--- src/rtl/instr_decode_stage_pkg.sv ---
// Shared constants and bundle types for the instruction decode stage.
// Immediate-select encodings match the immediate generator's select input.
package instr_decode_stage_pkg;

    localparam int XLEN_DEF  = 32;
    localparam int CNT_W_DEF = 8;

    localparam logic [2:0] IMM_U     = 3'd0;
    localparam logic [2:0] IMM_J     = 3'd1;
    localparam logic [2:0] IMM_I     = 3'd2;
    localparam logic [2:0] IMM_SHAMT = 3'd3;
    localparam logic [2:0] IMM_LD    = 3'd4;
    localparam logic [2:0] IMM_S     = 3'd5;
    localparam logic [2:0] IMM_B     = 3'd6;
    localparam logic [2:0] IMM_NONE  = 3'd7;

    localparam logic [6:0] OP_LUI    = 7'b0110111;
    localparam logic [6:0] OP_AUIPC  = 7'b0010111;
    localparam logic [6:0] OP_JAL    = 7'b1101111;
    localparam logic [6:0] OP_OPIMM  = 7'b0010011;
    localparam logic [6:0] OP_LOAD   = 7'b0000011;
    localparam logic [6:0] OP_JALR   = 7'b1100111;
    localparam logic [6:0] OP_STORE  = 7'b0100011;
    localparam logic [6:0] OP_BRANCH = 7'b1100011;
    localparam logic [6:0] OP_OP     = 7'b0110011;

    typedef struct packed {
        logic [2:0]  immsrc;
        logic [11:0] inx12;
        logic        illegal;
    } pack_t;

endpackage

--- src/rtl/instr_field_pack.sv ---
// Combinational opcode classifier: picks the immediate select and packs
// the 12-bit immediate field in the order the immediate generator expects.
module instr_field_pack
    import instr_decode_stage_pkg::*;
(
    input  logic [31:0] instr,
    output pack_t       pack
);

    logic [6:0] opcode;
    logic [2:0] funct3;

    assign opcode = instr[6:0];
    assign funct3 = instr[14:12];

    always_comb begin
        pack.immsrc  = IMM_NONE;
        pack.inx12   = 12'h000;
        pack.illegal = 1'b0;
        unique case (opcode)
            OP_LUI, OP_AUIPC: begin
                pack.immsrc = IMM_U;
            end
            OP_JAL: begin
                pack.immsrc = IMM_J;
            end
            OP_OPIMM: begin
                pack.immsrc = (funct3 == 3'b001 || funct3 == 3'b101)
                            ? IMM_SHAMT : IMM_I;
                pack.inx12  = instr[31:20];
            end
            OP_LOAD, OP_JALR: begin
                pack.immsrc = IMM_LD;
                pack.inx12  = instr[31:20];
            end
            OP_STORE: begin
                pack.immsrc = IMM_S;
                pack.inx12  = {instr[31:25], instr[11:7]};
            end
            OP_BRANCH: begin
                // bit0 carries imm[11] so the generator can splice it directly
                pack.immsrc = IMM_B;
                pack.inx12  = {instr[31], instr[30:25], instr[11:8], instr[7]};
            end
            OP_OP: begin
                pack.immsrc = IMM_NONE;
            end
            default: begin
                pack.immsrc  = IMM_NONE;
                pack.illegal = 1'b1;
            end
        endcase
    end

endmodule

--- src/rtl/instr_decode_stage.sv ---
// Registered decode stage: valid/ready pipe register holding decoded
// fields, immediate select and a saturating illegal-instruction counter.
module instr_decode_stage
    import instr_decode_stage_pkg::*;
#(
    parameter int XLEN  = XLEN_DEF,
    parameter int CNT_W = CNT_W_DEF
) (
    input  logic             clk,
    input  logic             rst,
    input  logic             in_valid,
    output logic             in_ready,
    input  logic [XLEN-1:0]  in_instr,
    input  logic [XLEN-1:0]  in_pc,
    input  logic             flush,
    output logic             out_valid,
    input  logic             out_ready,
    output logic [XLEN-1:0]  out_pc,
    output logic [2:0]       immsrc,
    output logic [19:0]      inx20,
    output logic [11:0]      inx12,
    output logic [4:0]       rd,
    output logic [4:0]       rs1,
    output logic [4:0]       rs2,
    output logic [2:0]       funct3,
    output logic [6:0]       funct7,
    output logic             illegal,
    output logic [CNT_W-1:0] illegal_cnt
);

    pack_t pack;
    logic  accept;

    instr_field_pack u_pack (
        .instr (in_instr[31:0]),
        .pack  (pack)
    );

    assign in_ready = !flush && (!out_valid || out_ready);
    assign accept   = in_valid && in_ready;

    always_ff @(posedge clk or posedge rst) begin
        if (rst) begin
            out_valid <= 1'b0;
            out_pc    <= '0;
            immsrc    <= IMM_NONE;
            inx20     <= '0;
            inx12     <= '0;
            rd        <= '0;
            rs1       <= '0;
            rs2       <= '0;
            funct3    <= '0;
            funct7    <= '0;
            illegal   <= 1'b0;
        end else if (flush) begin
            out_valid <= 1'b0;
            illegal   <= 1'b0;
        end else if (accept) begin
            out_valid <= 1'b1;
            out_pc    <= in_pc;
            immsrc    <= pack.immsrc;
            inx20     <= in_instr[31:12];
            inx12     <= pack.inx12;
            rd        <= in_instr[11:7];
            rs1       <= in_instr[19:15];
            rs2       <= in_instr[24:20];
            funct3    <= in_instr[14:12];
            funct7    <= in_instr[31:25];
            illegal   <= pack.illegal;
        end else if (out_ready) begin
            out_valid <= 1'b0;
        end
    end

    always_ff @(posedge clk or posedge rst) begin
        if (rst) begin
            illegal_cnt <= '0;
        end else if (accept && pack.illegal && !(&illegal_cnt)) begin
            illegal_cnt <= illegal_cnt + 1'b1;
        end
    end

endmodule
--- config.mk ---
export PLATFORM = sky130hd
export DESIGN_NAME = instr_decode_stage
export DESIGN_NICKNAME = d
export VERILOG_FILES = /design/src/rtl/instr_decode_stage_pkg.sv /design/src/rtl/instr_field_pack.sv /design/src/rtl/instr_decode_stage.sv
export SDC_FILE = /design/constraint.sdc
export NUM_CORES = 1
export LEC_CHECK = 0
export ABC_AREA = 1
export BUFFER_PORTS_ARGS = -buffer_cell sky130_fd_sc_hd__clkbuf_2
export CAP_MARGIN = 5
export CORE_ASPECT_RATIO = 0.6
export CORE_MARGIN = 10
export CORE_UTILIZATION = 47
export DETAILED_ROUTE_END_ITERATION = 8
export PLACE_DENSITY = 0.84
export SYNTH_ARGS = -nofsm -noshare
export SYNTH_HDL_FRONTEND = slang
export SYNTH_SLANG_ARGS = --single-unit
export TNS_END_PERCENT = 5
--- constraint.sdc ---
create_clock -name clk -period 3 [get_ports clk]
set_input_delay 0.15 -clock clk [delete_from_list [all_inputs] [get_ports clk]]
set_output_delay 0.15 -clock clk [all_outputs]
set_load 0.02 [all_outputs]
Word-level counts from Yosys, hierarchy flattened --
Cells that the tools add are included.
Word-level totals: output and inout port bits 103, word-level logic and storage cells 52, input port bits 69, flip-flop bits (word level) 102
Cells by class: bitwise operators 1, equal/unequal tests 11, muxes and demuxes 9, reductions and logical operators 18, add/sub/neg operators 1
Operators with widths (count):
- $pmux W12 S2 | 1
- $eq A7 B6 Y1 const B | 3
- $eq A7 B7 Y1 const B | 3
- $pmux W3 S6 | 1
- $eq A7 B5 Y1 const B | 2
- $reduce_or A9 Y1 | 1
- $add A8 B1 Y8 const B | 1
- $reduce_and A8 Y1 | 1
- $eq A7 B2 Y1 const B | 1
- $mux W1 | 7
- $reduce_or A2 Y1 | 3
- $logic_and A1 B1 Y1 | 4
- $eq A3 B1 Y1 const B | 1
- $eq A3 B3 Y1 const B | 1
- $logic_not A1 Y1 | 3
- $reduce_bool A3 Y1 | 1
- $reduce_or A3 Y1 | 1
- $logic_or A1 B1 Y1 | 2
- $reduce_and A2 Y1 | 1
- $reduce_bool A2 Y1 | 1
- $not A1 Y1 | 1

Depth between registers and ports, before layout --
depth after elaboration 6, depth in mapped cells 10, depth with buffers taken out 9

By module --
Synthesis repeated with hierarchy kept, for this count alone.
Second synthesis, totals: cells, all modules 484, area, all modules 4031.4 um^2
By module, submodules not included:
- instr_decode_stage | seq. area each 2055.7 um^2, area each 3668.5 um^2, instances 1, cells an instance 418
- instr_field_pack | seq. area each 0.0 um^2, area each 362.8 um^2, instances 1, cells an instance 66

Least setup slack after synthesis --
No wires, ideal clock.
kind register to register, from reg illegal_cnt[0], to reg illegal_cnt[7], library setup time 0.117 ns, slack 1.496 ns, cell stages (with the launch flop) 10, buffers on the path 0, arrival time 1.387 ns, required time 2.883 ns, period minus slack after synthesis 1.504 ns, cells stage by stage dfrtp_1 -> ha_1 -> nand2_1 -> nor2_1 -> nand2_1 -> nand2_1 -> nor2_1 -> nand4_1 -> nand2_1 -> nand2_1
On the way: cells in the longest elaborated chain, start to end 3, elaborated cells between the ends (all ways) 4, those cells by class 1 x add/sub; 3 x reduce/logical
Ends and longest elaborated chain:
- from (decl) | line instr_decode_stage.sv:28 | output logic [CNT_W-1:0] illegal_cnt
- from (signal assigned) | line instr_decode_stage.sv:79 | illegal_cnt <= illegal_cnt + 1'b1;
- branches (longest 3 deep; another with $add A8 B1 Y8)
Parallel ways; which one is timed is not known. A chain may end at the register's enable or synchronous reset.

Worst setup path after layout --
from in flush, to reg inx12[4]
On the way: cells in the longest elaborated chain, start to end 4, elaborated cells between the ends (all ways) 5, those cells by class 1 x bitwise; 4 x reduce/logical
Ends and longest elaborated chain:
- from (decl) | line instr_decode_stage.sv:15 | input logic flush,
- $logic_not A1 Y1 | line instr_decode_stage.sv:39 | assign in_ready = !flush && (!out_valid || out_ready);
- $logic_and A1 B1 Y1 | line instr_decode_stage.sv:39
- $logic_and A1 B1 Y1 | line instr_decode_stage.sv:40 | assign accept = in_valid && in_ready;
- $reduce_and A2 Y1 (no line) (*)
- to (signal assigned) | line instr_decode_stage.sv:63 | inx12 <= pack.inx12;
- to (decl) | line instr_decode_stage.sv:21 | output logic [11:0] inx12,
Mark *: on every way between the ends. The rest lies on a longest branch, timed or not.

==> impl_metrics.prom <==
# TYPE chip_impl_metric gauge
chip_impl_metric{name="initial_utilization",unit=""} 0.4934
chip_impl_metric{name="combinationalPowerShare",unit=""} 0.223
chip_impl_metric{name="syn_warnings",unit=""} 0
chip_impl_info{name="criticalPathCategory",value="in2reg"} 1
chip_impl_info{name="ys_dominant_reg_cell",value="sky130_fd_sc_hd__dfrtp_1"} 1
chip_impl_info{name="cts_tree",value="built"} 1
chip_impl_metric{name="detailed_place_hpwl",unit="microns"} 8537
chip_impl_metric{name="firstDrtPassIters",unit=""} 4
chip_impl_metric{name="maxCapViolCount",unit=""} 0
chip_impl_metric{name="rd_place_congestion",unit=""} 0.8843
chip_impl_metric{name="rows",unit=""} 24
chip_impl_metric{name="detailroute.via_count",unit=""} 3401
chip_impl_metric{name="drt-initial-drc-count",unit=""} 236
chip_impl_metric{name="syn_to_final_growth",unit="%"} 31.45
chip_impl_metric{name="slew_headroom",unit=""} 0.2454
chip_impl_metric{name="postRouteWirelength",unit="microns"} 11000
chip_impl_metric{name="avgRoutedWirePerCell",unit="microns"} 15.78
chip_impl_metric{name="post_layout_nonfiller_instances",unit=""} 697
chip_impl_metric{name="numPlacedInstances",unit=""} 680
chip_impl_metric{name="switching_share",unit=""} 0.3086
chip_impl_metric{name="path_clk_slew",unit="ns"} 0.06
chip_impl_metric{name="cp.required",unit="ns"} 3.18
chip_impl_info{name="synth_top_area_cell",value="sky130_fd_sc_hd__dfrtp_1"} 1
chip_impl_metric{name="syn_inst_count",unit=""} 437
chip_impl_metric{name="power_frac_seq",unit=""} 0.406
chip_impl_metric{name="clock_sink_count",unit=""} 82
chip_impl_metric{name="synth-edff-count",unit=""} 0
chip_impl_metric{name="timing.critical_path.fanout_max",unit=""} 71
chip_impl_metric{name="die_y",unit="microns"} 88.35
chip_impl_metric{name="vias_per_cell",unit=""} 4.879
chip_impl_metric{name="internal_power",unit="uW"} 2322
chip_impl_metric{name="pwr_density_cell",unit="nW/um^2"} 698.0
chip_impl_metric{name="clock_latency",unit="ns"} 0.33
chip_impl_metric{name="rrSetupSlack",unit="ns"} 0.86
chip_impl_metric{name="fp.coreArea",unit="sq um"} 7417
chip_impl_info{name="worstHoldStart",value="in_pc[26]"} 1
chip_impl_metric{name="synthesis.area",unit="sq um"} 3660
chip_impl_info{name="crit_path_end_kind",value="flip-flop"} 1
chip_impl_metric{name="synth_largest_type_area_fraction",unit=""} 0.5402
chip_impl_metric{name="finalHoldViolCount",unit=""} 0
chip_impl_metric{name="syn_avg_cell_area",unit="sq um"} 8.375
chip_impl_metric{name="fin_tns_setup",unit="ns"} 0
chip_impl_metric{name="power.leakage",unit="uW"} 0.002803
chip_impl_metric{name="finalClockSkew",unit="ns"} 0.006781
chip_impl_info{name="status",value="finished clean"} 1
chip_impl_metric{name="actual_transition_at_the_worst_max_transition_pin",unit="ns"} 1.132
chip_impl_metric{name="reg2regPathDepth",unit=""} 6
chip_impl_metric{name="mappedNetlistNets",unit=""} 507
chip_impl_metric{name="tritoncts.num_buffers",unit=""} 9
chip_impl_metric{name="drv_slew",unit=""} 0
chip_impl_metric{name="p_clk_frac",unit=""} 0.371
chip_impl_metric{name="cts_htree_levels",unit=""} 3
chip_impl_metric{name="place.port_buffers",unit=""} 171
chip_impl_metric{name="layout.core_utilization",unit=""} 0.6486
chip_impl_metric{name="cp_data_arrival_time",unit="ns"} 2.40
chip_impl_metric{name="final-setup-viol-count",unit=""} 0
chip_impl_metric{name="final_period_minus_worst_setup_slack",unit="ns"} 2.217
chip_impl_metric{name="final_antenna_net_count",unit=""} 0
chip_impl_metric{name="ys_async_sr_fraction",unit=""} 1.000
chip_impl_metric{name="share_of_post_route_cells_with_drive_strength_above_1",unit=""} 0.3592
chip_impl_info{name="hold_path.class",value="in2reg"} 1
chip_impl_metric{name="post_cts_repair_resize_count",unit=""} 0
chip_impl_metric{name="grt_pass1_wl",unit="microns"} 17820
chip_impl_metric{name="timing.final.crit_share",unit=""} 0.7389
chip_impl_metric{name="design.die.area",unit="sq um"} 11830
chip_impl_metric{name="grt-ovfl-total",unit=""} 0
chip_impl_metric{name="total_power",unit="uW"} 3358
chip_impl_metric{name="floorplan.die.width",unit="microns"} 133.9
chip_impl_info{name="rsz0062_at_grt",value="no"} 1
chip_impl_metric{name="cts-root-to-sink-buffers",unit=""} 2
chip_impl_info{name="r2r-start",value="out_valid"} 1
chip_impl_metric{name="grt_pass1_vias",unit=""} 3495
chip_impl_metric{name="fin_nets",unit=""} 659
chip_impl_metric{name="cts_post_setup_buffers_inserted",unit=""} 0
chip_impl_metric{name="ys_ff_latch",unit=""} 82
chip_impl_metric{name="pin_count_of_the_biggest_net_entering_global_routing",unit=""} 72
chip_impl_metric{name="hold_depth",unit=""} 3
chip_impl_metric{name="n_antenna_cell",unit=""} 0
chip_impl_info{name="endpoint_of_the_worst_slack_reg_to_reg_timing_path",value="inx12[4]"} 1
chip_impl_metric{name="power.ir.vdd_worst",unit="mV"} 0.4389
chip_impl_info{name="timing.critical_path.from_type",value="input pin"} 1
chip_impl_metric{name="p_sw",unit="uW"} 1036
chip_impl_metric{name="grt_use_total",unit=""} 0.1864
chip_impl_metric{name="post-route-drc-count",unit=""} 0
chip_impl_info{name="root_buffer",value="sky130_fd_sc_hd__clkbuf_16"} 1
chip_impl_metric{name="synth_sequential_area_ratio",unit=""} 0.5617
chip_impl_metric{name="n_fill_cell",unit=""} 626
chip_impl_metric{name="synth_cell_types",unit=""} 26
chip_impl_metric{name="max_clock_freq",unit="GHz"} 0.4512
chip_impl_metric{name="antenna_violations_before_repair",unit=""} 0
chip_impl_metric{name="io_count",unit=""} 172
chip_impl_info{name="synth_area_leaders",value="sky130_fd_sc_hd__dfrtp_1 54%, sky130_fd_sc_hd__nand2_1 23%, sky130_fd_sc_hd__buf_4 4.5%, sky130_fd_sc_hd__nor2_1 2.5%, sky130_fd_sc_hd__nand4_1 2.2%"} 1
chip_impl_info{name="worst_hold_path.endpoint",value="out_pc[26]"} 1
-- cell usage in the layout, fill, tap and decap left out, types with 4 or more instances in the layout --
cell type | netlist | routed
sky130_fd_sc_hd__clkbuf_2 | 0 | 171
sky130_fd_sc_hd__nand3_1 | 11 | 11
sky130_fd_sc_hd__dfrtp_1 | 79 | 79
sky130_fd_sc_hd__nand4_1 | 13 | 13
sky130_fd_sc_hd__inv_1 | 18 | 17
sky130_fd_sc_hd__nand2_1 | 221 | 221
sky130_fd_sc_hd__o21ai_2 | 7 | 7
sky130_fd_sc_hd__nor2_1 | 24 | 23
sky130_fd_sc_hd__buf_4 | 22 | 4
sky130_fd_sc_hd__o221ai_1 | 5 | 5
sky130_fd_sc_hd__clkbuf_16 | 0 | 9
-- logic make-up after synthesis --
family                   after synthesis  share of synthesized area
AND/OR/NAND/NOR                      278                     0.3067
adder cells (fa/ha/maj)                1                   0.003418
buffers and inverters                 57                    0.08581
AO/OA/AOI/OAI                         16                    0.03521
XOR/XNOR                               3                   0.007181
flip-flops                            82                     0.5617
-- cell type report --
type                       count  area (sq um)  share of cell area
clock buffer                  10         239.0             0.04967
sequential                    82          2056              0.4273
inverter                      21         80.08             0.01665
multi-input combinational    298          1297              0.2697
tap                          104         130.1             0.02705
timing repair buffer         177         905.9              0.1883
clock inverter                 5         102.6             0.02133
-- power groups by stage --
stage	combinational, uW	clock, uW	sequential [uW]
finish	748	1250	1360
global route	831	1320	1380
detailed placement	762	0	1380
CTS	763	1280	1360
global placement	744	0	1370
floorplan	323	0	1540
-- worst max-delay path by stage --
| stage | startpoint | to | cells after the start |
|---|---|---|---|
| 2_1_floorplan | rst | illegal | 1 |
| 3_3_place_gp | out_valid | inx12[3] | 6 |
| 3_5_place_dp | out_valid | inx20[1] | 5 |
| 4_1_cts | flush | inx20[1] | 7 |
| 5_1_grt | flush | inx12[4] | 8 |
| 6_report | flush | inx12[4] | 8 |
-- worst max-delay path, cell delays in order --
cell                            delay, ns
sky130_fd_sc_hd__dlygate4sd3_1       0.54
sky130_fd_sc_hd__clkbuf_2            0.11
sky130_fd_sc_hd__inv_1               0.07
sky130_fd_sc_hd__nand2_1             0.10
sky130_fd_sc_hd__nor2_4              0.48
sky130_fd_sc_hd__inv_2               0.60
sky130_fd_sc_hd__nand2_1             0.19
sky130_fd_sc_hd__o221ai_1            0.13
-- state kept, by name, summed over array words and instances (netlist names) --
| signal | flops |
|---|---|
| illegal | 1 |
| out_valid | 1 |
| inx12 | 12 |
| rd | 5 |
| out_pc | 32 |
| immsrc | 3 |
| inx20 | 20 |
| illegal_cnt | 8 |
-- through the flow --
step	area [sq um]	hold slack, ns	setup slack, ns
finish	4811	0.01614	0.7834
global route	4811	0.007699	0.5568
CTS	4811	0.005222	0.7581
detailed placement	4449	0.01955	0.8423
global placement	4449	0.01528	0.9498
floorplan	3660	0.2131	0.7465
-- synthesized netlist by cell type (2+ instances only) --
cell type,count
sky130_fd_sc_hd__buf_2,8
sky130_fd_sc_hd__buf_4,22
sky130_fd_sc_hd__clkbuf_1,5
sky130_fd_sc_hd__dfrtp_1,79
sky130_fd_sc_hd__dfstp_2,3
sky130_fd_sc_hd__inv_1,18
sky130_fd_sc_hd__inv_2,3
sky130_fd_sc_hd__nand2_1,221
sky130_fd_sc_hd__nand3_1,11
sky130_fd_sc_hd__nand4_1,13
sky130_fd_sc_hd__nor2_1,24
sky130_fd_sc_hd__o21ai_0,2
sky130_fd_sc_hd__o21ai_2,7
sky130_fd_sc_hd__o221ai_1,5
sky130_fd_sc_hd__or2_2,3
sky130_fd_sc_hd__xor2_1,3
-- repair_timing --
action                                  4_1_cts  5_1_grt
endpoints found under the setup margin        0        0
hold buffers                                  2        0
endpoints found under the hold margin        33        0
-- per-layer routing --
metal | track usage | wire, microns | up-vias
met5 | 0 | 0 | -
met4 | 0.05506 | 102 | 0
met3 | 0.09502 | 1426 | 11
met2 | 0.3006 | 4941 | 171
met1 | 0.2163 | 4530 | 1578
li1 | - | - | 1641
(Power assumes the default switching activity.)
